### src/rtl/song_scheduler.sv
// song_scheduler: steps a note ROM through one of two songs with sound/gap slots, pause/stop and key pre-emption.
// Define LOOP_EN to restart the current song at its end instead of returning to IDLE.
module song_scheduler #(
  parameter int AW          = 8,
  parameter int NW          = 5,
  parameter int BEAT_CYCLES = 12000000,
  parameter int GAP_CYCLES  = 2400000,
  parameter int ROM_LAT     = 1,
  parameter int SONG0_START = 0,
  parameter int SONG0_END   = 47,
  parameter int SONG1_START = 48,
  parameter int SONG1_END   = 83
) (
  input  logic          clk,
  input  logic          rst,
  input  logic          play,
  input  logic          pause,
  input  logic          stop,
  input  logic          song_sel,
  input  logic [NW-1:0] key_note,
  output logic [AW-1:0] addr,
  input  logic [NW-1:0] rom_data,
  output logic [NW-1:0] note,
  output logic          busy,
  output logic          key_active
);
  localparam int CW = $clog2(BEAT_CYCLES + ROM_LAT + 1);
  typedef enum logic [2:0] {IDLE, FETCH, SOUND, GAP, PAUSED} state_t;
`ifdef LOOP_EN
  localparam state_t END_ST = FETCH;
`else
  localparam state_t END_ST = IDLE;
`endif
  state_t state_q, state_d, resume_q, resume_d;
  logic [CW-1:0] cnt_q, cnt_d;
  logic [AW-1:0] addr_q, addr_d, start, last;
  logic [NW-1:0] pnote_q, pnote_d, note_q, note_d;
  logic sel_q, key_q, running, sel_chg;
  assign start   = song_sel ? AW'(SONG1_START) : AW'(SONG0_START);
  assign last    = song_sel ? AW'(SONG1_END) : AW'(SONG0_END);
  assign running = state_q inside {FETCH, SOUND, GAP};
  assign sel_chg = song_sel != sel_q;
  always_ff @(posedge clk) begin
    if (rst) begin
      state_q  <= IDLE;
      resume_q <= IDLE;
      cnt_q    <= '0;
      addr_q   <= AW'(SONG0_START);
      pnote_q  <= '0;
      note_q   <= '0;
      sel_q    <= 1'b0;
      key_q    <= 1'b0;
    end else begin
      state_q  <= state_d;
      resume_q <= resume_d;
      cnt_q    <= cnt_d;
      addr_q   <= addr_d;
      pnote_q  <= pnote_d;
      note_q   <= note_d;
      sel_q    <= song_sel;
      key_q    <= |key_note;
    end
  end
  // Normal advance first; pause, song change and stop then override in rising priority.
  always_comb begin
    state_d  = state_q;
    resume_d = resume_q;
    cnt_d    = cnt_q;
    addr_d   = addr_q;
    pnote_d  = pnote_q;
    case (state_q)
      IDLE: if (play) begin
        state_d = FETCH;
        cnt_d   = '0;
        addr_d  = start;
      end
      FETCH: if (cnt_q == CW'(ROM_LAT)) begin
        pnote_d = rom_data;
        cnt_d   = '0;
        state_d = &rom_data ? END_ST : SOUND;
        addr_d  = &rom_data ? start : addr_q;
      end else cnt_d = cnt_q + CW'(1);
      SOUND: begin
        cnt_d = cnt_q + CW'(1);
        if (cnt_q == CW'(BEAT_CYCLES - GAP_CYCLES - 1)) state_d = GAP;
      end
      GAP: if (cnt_q == CW'(BEAT_CYCLES - 1)) begin
        cnt_d   = '0;
        state_d = addr_q == last ? END_ST : FETCH;
        addr_d  = addr_q == last ? start : addr_q + AW'(1);
      end else cnt_d = cnt_q + CW'(1);
      PAUSED: if (play) state_d = resume_q;
      default: state_d = IDLE;
    endcase
    if (pause && running && state_d != IDLE) begin
      resume_d = state_d;
      state_d  = PAUSED;
    end
    if (sel_chg) begin
      state_d = state_q == IDLE ? IDLE : FETCH;
      cnt_d   = '0;
      addr_d  = start;
    end
    if (stop) begin
      state_d = IDLE;
      cnt_d   = '0;
      addr_d  = start;
    end
  end
  always_comb note_d = |key_note ? key_note : (state_d == SOUND ? pnote_d : '0);
  assign addr       = addr_q;
  assign note       = note_q;
  assign busy       = state_q != IDLE;
  assign key_active = key_q;
endmodule

### config.mk
export PLATFORM = sky130hd
export DESIGN_NAME = song_scheduler
export DESIGN_NICKNAME = d
export VERILOG_FILES = /design/src/rtl/song_scheduler.sv
export SDC_FILE = /design/constraint.sdc
export NUM_CORES = 1
export LEC_CHECK = 0
export ABC_AREA = 1
export BUFFER_PORTS_ARGS = -buffer_cell sky130_fd_sc_hd__clkbuf_2
export CORE_UTILIZATION = 39
export CTS_CLUSTER_SIZE = 30
export DETAILED_ROUTE_END_ITERATION = 16
export HOLD_SLACK_MARGIN = 0.03
export PLACE_DENSITY_LB_ADDON = 0.25
export RECOVER_POWER = 25
export SYNTH_ARGS = -nofsm -noshare
export SYNTH_HDL_FRONTEND = slang
export SYNTH_SLANG_ARGS = --single-unit
### constraint.sdc
create_clock -name clk -period 4.91 [get_ports clk]
set_input_delay 0 -clock clk [delete_from_list [all_inputs] [get_ports clk]]
set_output_delay 0 -clock clk [all_outputs]
set_load 0.05 [all_outputs]
**Word-level counts from Yosys, hierarchy flattened**

Cells that the tools add are included.
Widths: inputs -> output; s select.

- Bits in registers: 50
- Bits in latches: 0
- Bits in writable memories: 0
- Memory bits (read-only): 0
- Bits of input ports: 16
- Output and inout port bits: 15
- Logic and storage cells: 68
- Memories kept: 0

- Add/subtract/negate cells: 2
- Multiply operators: 0
- Divide/modulo/power cells: 0
- Order comparisons: 0
- Eq/ne operators: 15
- Shift-type cells: 0
- Multiplexer cells: 30
- Bitwise operators: 0
- Reduce and logical (&&, ||, !) cells: 13

Operators by type and width:

| operator | number |
|---|---|
| $pmux 24 s4 | 1 |
| $mux 24 | 3 |
| $mux 8 | 7 |
| $eq 24x24->1 const B | 2 |
| $add 24x1->24 const B | 1 |
| $eq 24x1->1 const B | 1 |
| $mux 3 | 8 |
| $pmux 8 s3 | 1 |
| $mux 5 | 4 |
| $pmux 3 s5 | 1 |
| $ne 4x3->1 const B | 3 |
| $reduce_and 5->1 | 2 |
| $eq 3x2->1 const B | 3 |
| $reduce_bool 3->1 | 3 |
| $add 8x1->8 const B | 1 |
| $eq 8x7->1 | 1 |
| $mux 7 | 1 |
| $mux 6 | 1 |
| $reduce_bool 5->1 | 1 |
| $reduce_or 5->1 | 1 |
| $ne 4x4->1 const B | 1 |
| $reduce_bool 4->1 | 1 |
| $eq 3x1->1 const B | 1 |
| $eq 3x3->1 const B | 1 |
| other kinds (8) | 10 |

**Depth between registers and ports, before layout**

- Depth in word-level cells: 13
- Gate-level depth with buffers: 15

**Least setup slack after synthesis**

No wires, ideal clock.

- Kind: reg2reg
- Start: reg addr_q[0], in the netlist addr[0]
- End: reg note_q[0], in the netlist note[0]
- Data arrival time: 1,864 ps
- Data required time: 4,840 ps
- Slack: 2,976 ps
- Stages on the path, launching flop included: 14
- Path buffers: 0
- Clock period less this slack: 1,934 ps
- Path through: dfxtp_1 -> ha_1 -> nand2_1 -> nor2_1 -> nand3_1 -> nand2_1 -> nand2_1 -> nor2_1 -> nand2_2 -> nand2_1 -> nand2_2 -> nand2_4 -> nand4_1 -> a21oi_1

- Longest elaborated chain between the ends: 12

Ends and longest elaborated chain:

| item | RTL line | text |
|---|---|---|
| from (decl) | 36 | `logic [AW-1:0] addr_q, addr_d, start, last;` |
| from (signal assigned) | 48 | `addr_q <= AW'(SONG0_START);` |
| from (signal assigned) | 57 | `addr_q <= addr_d;` |
| $eq 8x7->1 (*) | 89 | `state_d = addr_q == last ? END_ST : FETCH;` |
| $mux 1 (*) | 89 |  |
| $mux 3 (*) | 87 | `GAP: if (cnt_q == CW'(BEAT_CYCLES - 1)) begin` |
| $pmux 3 s5 (*) | 71 | `case (state_q)` |
| $reduce_bool 3->1 | 95 | `if (pause && running && state_d != IDLE) begin` |
| $logic_and 1x1->1 | 95 |  |
| $mux 3 (*) | 95 |  |
| $mux 3 (*) | 99 | `if (sel_chg) begin` |
| $mux 3 (*) | 104 | `if (stop) begin` |
| $eq 3x2->1 (*) | 110 | `always_comb note_d = \|key_note ? key_note : (state_d == SOUND ? pnote_d : '0);` |
| $mux 5 (*) (2 in series) | 110 |  |
| to (signal assigned) | 59 | `note_q <= note_d;` |
| to (decl) | 37 | `logic [NW-1:0] pnote_q, pnote_d, note_q, note_d;` |

Every way passes the cells marked *; elsewhere a longest branch is shown, timed or not.
A chain may end at the register's enable or synchronous reset.

**Worst setup path in the final report**

- Start: reg state_q[1]
- End: reg cnt_q[1]

- Longest elaborated chain between the ends: 3
- Elaborated cells between the ends (all ways): 8
- Those cells by class: 4 x eq/ne; 1 x mux; 3 x reduce/logical

Ends and longest elaborated chain:

| item | RTL line | text |
|---|---|---|
| from (decl) | 34 | `state_t state_q, state_d, resume_q, resume_d;` |
| from (signal assigned) | 54 | `state_q <= state_d;` |
| $eq 3x1->1, or another cell as far along | 71 |  |
| $reduce_bool 4->1 (no source line) / $ne 2x2->1 (equally long branches) | n/a |  |
| $reduce_and 2->1 (no source line) | n/a |  |
| to (signal assigned) | 56 | `cnt_q <= cnt_d;` |
| to (decl) | 35 | `logic [CW-1:0] cnt_q, cnt_d;` |

Parallel ways exist; a longest one is shown, timed or not.

==> impl_metrics.py <==
metrics = {
    "status": {
        "outcome": "finished clean",
    },
    "placement": {
        "dp_hpwl_um": 5783,
        "place.gp.congestion": 0.9339,
        "portBuffers": 30,
        "placedCellCount": 605,
        "place_ws_ns": 2.513,
    },
    "synthesis": {
        "synth-edff-count": 0,
        "synth.cell_area_mm2": 0.003107,
        "ys_types": 42,
        "synthArstFlopShare_pct": 0,
        "synth.top_cell.area_share_pct": 32.22,
        "synth_cells": 482,
        "yosysSeqAreaShare_pct": 32.22,
        "synthesis.nets": 501,
        "synth-main-ff-cell": "dfxtp_1",
        "synth_area_leader_cell": "dfxtp_1",
        "synth.area.top_cells": "dfxtp_1, nand2_1, nor2_1, inv_1, a21oi_1",
        "yosys_warnings": 0,
        "synth.avg_cell_area_um2": 6.445,
        "synth_seq_cells": 50,
    },
    "critical_path": {
        "endpoint_kind": "flop",
        "required_ns": 5.18,
        "worst-r2r-cell-count": 6,
        "worst-path-max-fanout": 15,
        "path_class": "reg -> reg",
        "cp_data_arrival_time_ns": 2.67,
        "cp-start-kind": "flop",
    },
    "cells_and_area": {
        "stdcell_count": 625,
        "drive_gt1_share_pct": 12.24,
        "area.growth.synth_to_final_pct": 13.61,
        "layout.nets": 541,
        "diodes": 0,
    },
    "detailed_routing": {
        "drc": 0,
        "wl_per_cell_um": 12.57,
        "routed_via_density": 5.016,
        "final_antenna_net_count": 0,
        "drt_iter0_drc": 182,
        "dr.pass1.iters": 4,
        "wirelength_um": 7858,
        "vias": 3135,
    },
    "power": {
        "p_total_uw": 780.4,
        "ir_drop_mv": 0.1273,
        "leakagePower_uw": 0.001576,
        "powerDensity_mw_per_mm2": 221.1,
    },
    "floorplanning": {
        "row_count": 32,
        "io_pins": 31,
        "die-height_um": 91.25,
        "fp.dieW_um": 91.25,
        "core_area_mm2": 0.007727,
        "dieArea_mm2": 0.008327,
        "start_util_pct": 40.20,
    },
    "sta": {
        "whs_ns": 0.07274,
        "slew_viol_final": 0,
        "setup_slack_ns": 2.509,
        "timing_hold_violations_final": 0,
        "rsz0062_at_grt": "no",
        "setup_viol_count_final": 0,
        "fin_crit_sh_pct": 48.90,
        "tns_ns": 0,
        "tightest_slew_ns": 1.038,
        "period_needed_ns": 2.401,
        "max_slew_margin_pct": 30.78,
        "clock.fmax_mhz": 416.5,
        "finClkSkew_ns": 0.01302,
    },
    "global_routing": {
        "grt_pass1_wl_um": 13800,
        "gr-total-overflow": 0,
        "antenna_found_initial": 0,
        "grt_pass1_vias": 3064,
        "grt_max_degree": 19,
        "grtUsageTotal_pct": 20.35,
    },
    "clock_tree": {
        "clock-root-buffer": "clkbuf_8",
        "cts_max_path_buffers": 2,
        "htreeDepth": 2,
        "cts_tree": "yes",
        "cts_buffers": 5,
        "worstSkewPairLatency_ns": 0.32,
        "post-cts-setup-buffers": 0,
        "clk_pin_slew_ns": 0.11,
        "clock_sinks": 50,
    },
    "hold_path": {
        "hold_depth": 4,
        "hold_class": "in -> reg",
    },
    "job": {
        "maxCapViolCount": 0,
    },
}
==> synth_stat cells (all sizes together) (2+ instances only) <==
| cell | n |
|---|---|
| a211oi | 2 |
| xor2 | 5 |
| or2 | 6 |
| nor3 | 17 |
| nor2 | 77 |
| a31oi | 3 |
| inv | 73 |
| nand2 | 115 |
| o21ai | 20 |
| o211ai | 4 |
| ha | 3 |
| dfxtp | 50 |
| a21oi | 33 |
| o22ai | 3 |
| clkbuf | 3 |
| nand4 | 18 |
| clkinv | 3 |
| buf | 6 |
| nand3b | 2 |
| nand3 | 35 |
| and3 | 2 |
==> state kept, by name, indices dropped and copies added (netlist names) <==
register    count
resume_q        3
state_q         3
sel_q           1
pnote_q         5
addr            8
cnt_q          24
key_active      1
note            5
==> placed cells by master, fill, tap and decap left out, types with 2 or more instances in the layout <==
master / Yosys / routed
ha_1: 3 / 3
clkinv_4: 0 / 2
nor2_2: 5 / 5
o22ai_1: 3 / 3
o21ai_1: 8 / 8
dlygate4sd3_1: 0 / 12
nor2_4: 3 / 3
clkbuf_2: 0 / 14
o211ai_1: 3 / 3
inv_2: 9 / 9
clkbuf_1: 3 / 16
a21oi_1: 32 / 32
or2_2: 2 / 2
nand2_1: 106 / 106
xor2_1: 5 / 5
a211oi_1: 2 / 2
o21ai_0: 11 / 11
nor2_1: 69 / 69
nand3_1: 32 / 32
nand3_2: 3 / 3
nand4_1: 16 / 16
clkinv_1: 3 / 3
nand2_2: 8 / 8
dfxtp_1: 50 / 50
a31oi_1: 3 / 3
nor3_1: 12 / 12
nor3_2: 4 / 4
clkbuf_8: 0 / 5
or2_1: 2 / 2
or2_0: 2 / 2
and3_1: 2 / 2
inv_1: 64 / 64
==> layout make-up <==
class	instances	area [um2]
Fill cell	829	4198
Clock buffer	5	68.82
Inverter	76	285.3
Tap cell	102	127.6
Clock inverter	3	28.78
Timing Repair Buffer	42	250.2
Multi-Input combinational cell	347	1768
Sequential cell	50	1001
==> report_power, final <==
part / switching [uW] / leakage, uW / internal [uW]
clock: 165 / 0.0000502 / 106
combinational: 66.2 / 0.00112 / 27.0
sequential: 4.50 / 0.000405 / 411
==> through the flow <==
step / util, % / area, um2
floorplan: - / 3107
global placement: 43.12 / 3332
detailed placement: 43.12 / 3332
CTS: 45.94 / 3550
global route: 45.68 / 3530
finish: 45.68 / 3530
==> worst paths after layout <==
path	startpoint	endpoint	slack (ns)
setup reg to reg	state_q[1]$_SDFF_PP0_	cnt_q[1]$_SDFFE_PP0P_	2.51
hold / removal	pause	state_q[1]$_SDFF_PP0_	0.07
hold reg to reg	resume_q[2]$_SDFFE_PP0P_	resume_q[2]$_SDFFE_PP0P_	0.46
setup / recovery	state_q[1]$_SDFF_PP0_	cnt_q[1]$_SDFFE_PP0P_	2.51
==> what timing repair did <==
action | 4_1_cts | 5_1_grt
gates resized for setup | 0 | 0
hold buffers | 12 | 0
hold endpoints to repair | 14 | 0
endpoints found under the setup margin | 0 | 0
==> layer usage <==
metal  track usage, %  up-vias  routed length (um)
met5                0        -                   0
met4            6.746        0                  89
met3            3.601        6                 285
met2            34.15       51                3696
met1            26.33     1455                3786
li1                 -     1623                   -
==> logic make-up after synthesis <==
family	Yosys count	synth area share, %
xor gates and xnor gates	6	1.691
buffers and inverters	85	10.87
and+or+nand+nor	272	41.88
adders and majority gates	3	1.208
DFF	50	32.22
AOI/OAI and AO/OA	66	12.12
==> worst max-delay path, cell delays in order, from the launching register on <==
cell	delay [ns]
dfxtp_1	0.41
nor2_1	0.11
a21oi_1	0.80
inv_1	0.55
nor3_1	0.31
a21oi_1	0.06
nor2_1	0.09
(Power assumes the default switching activity.)
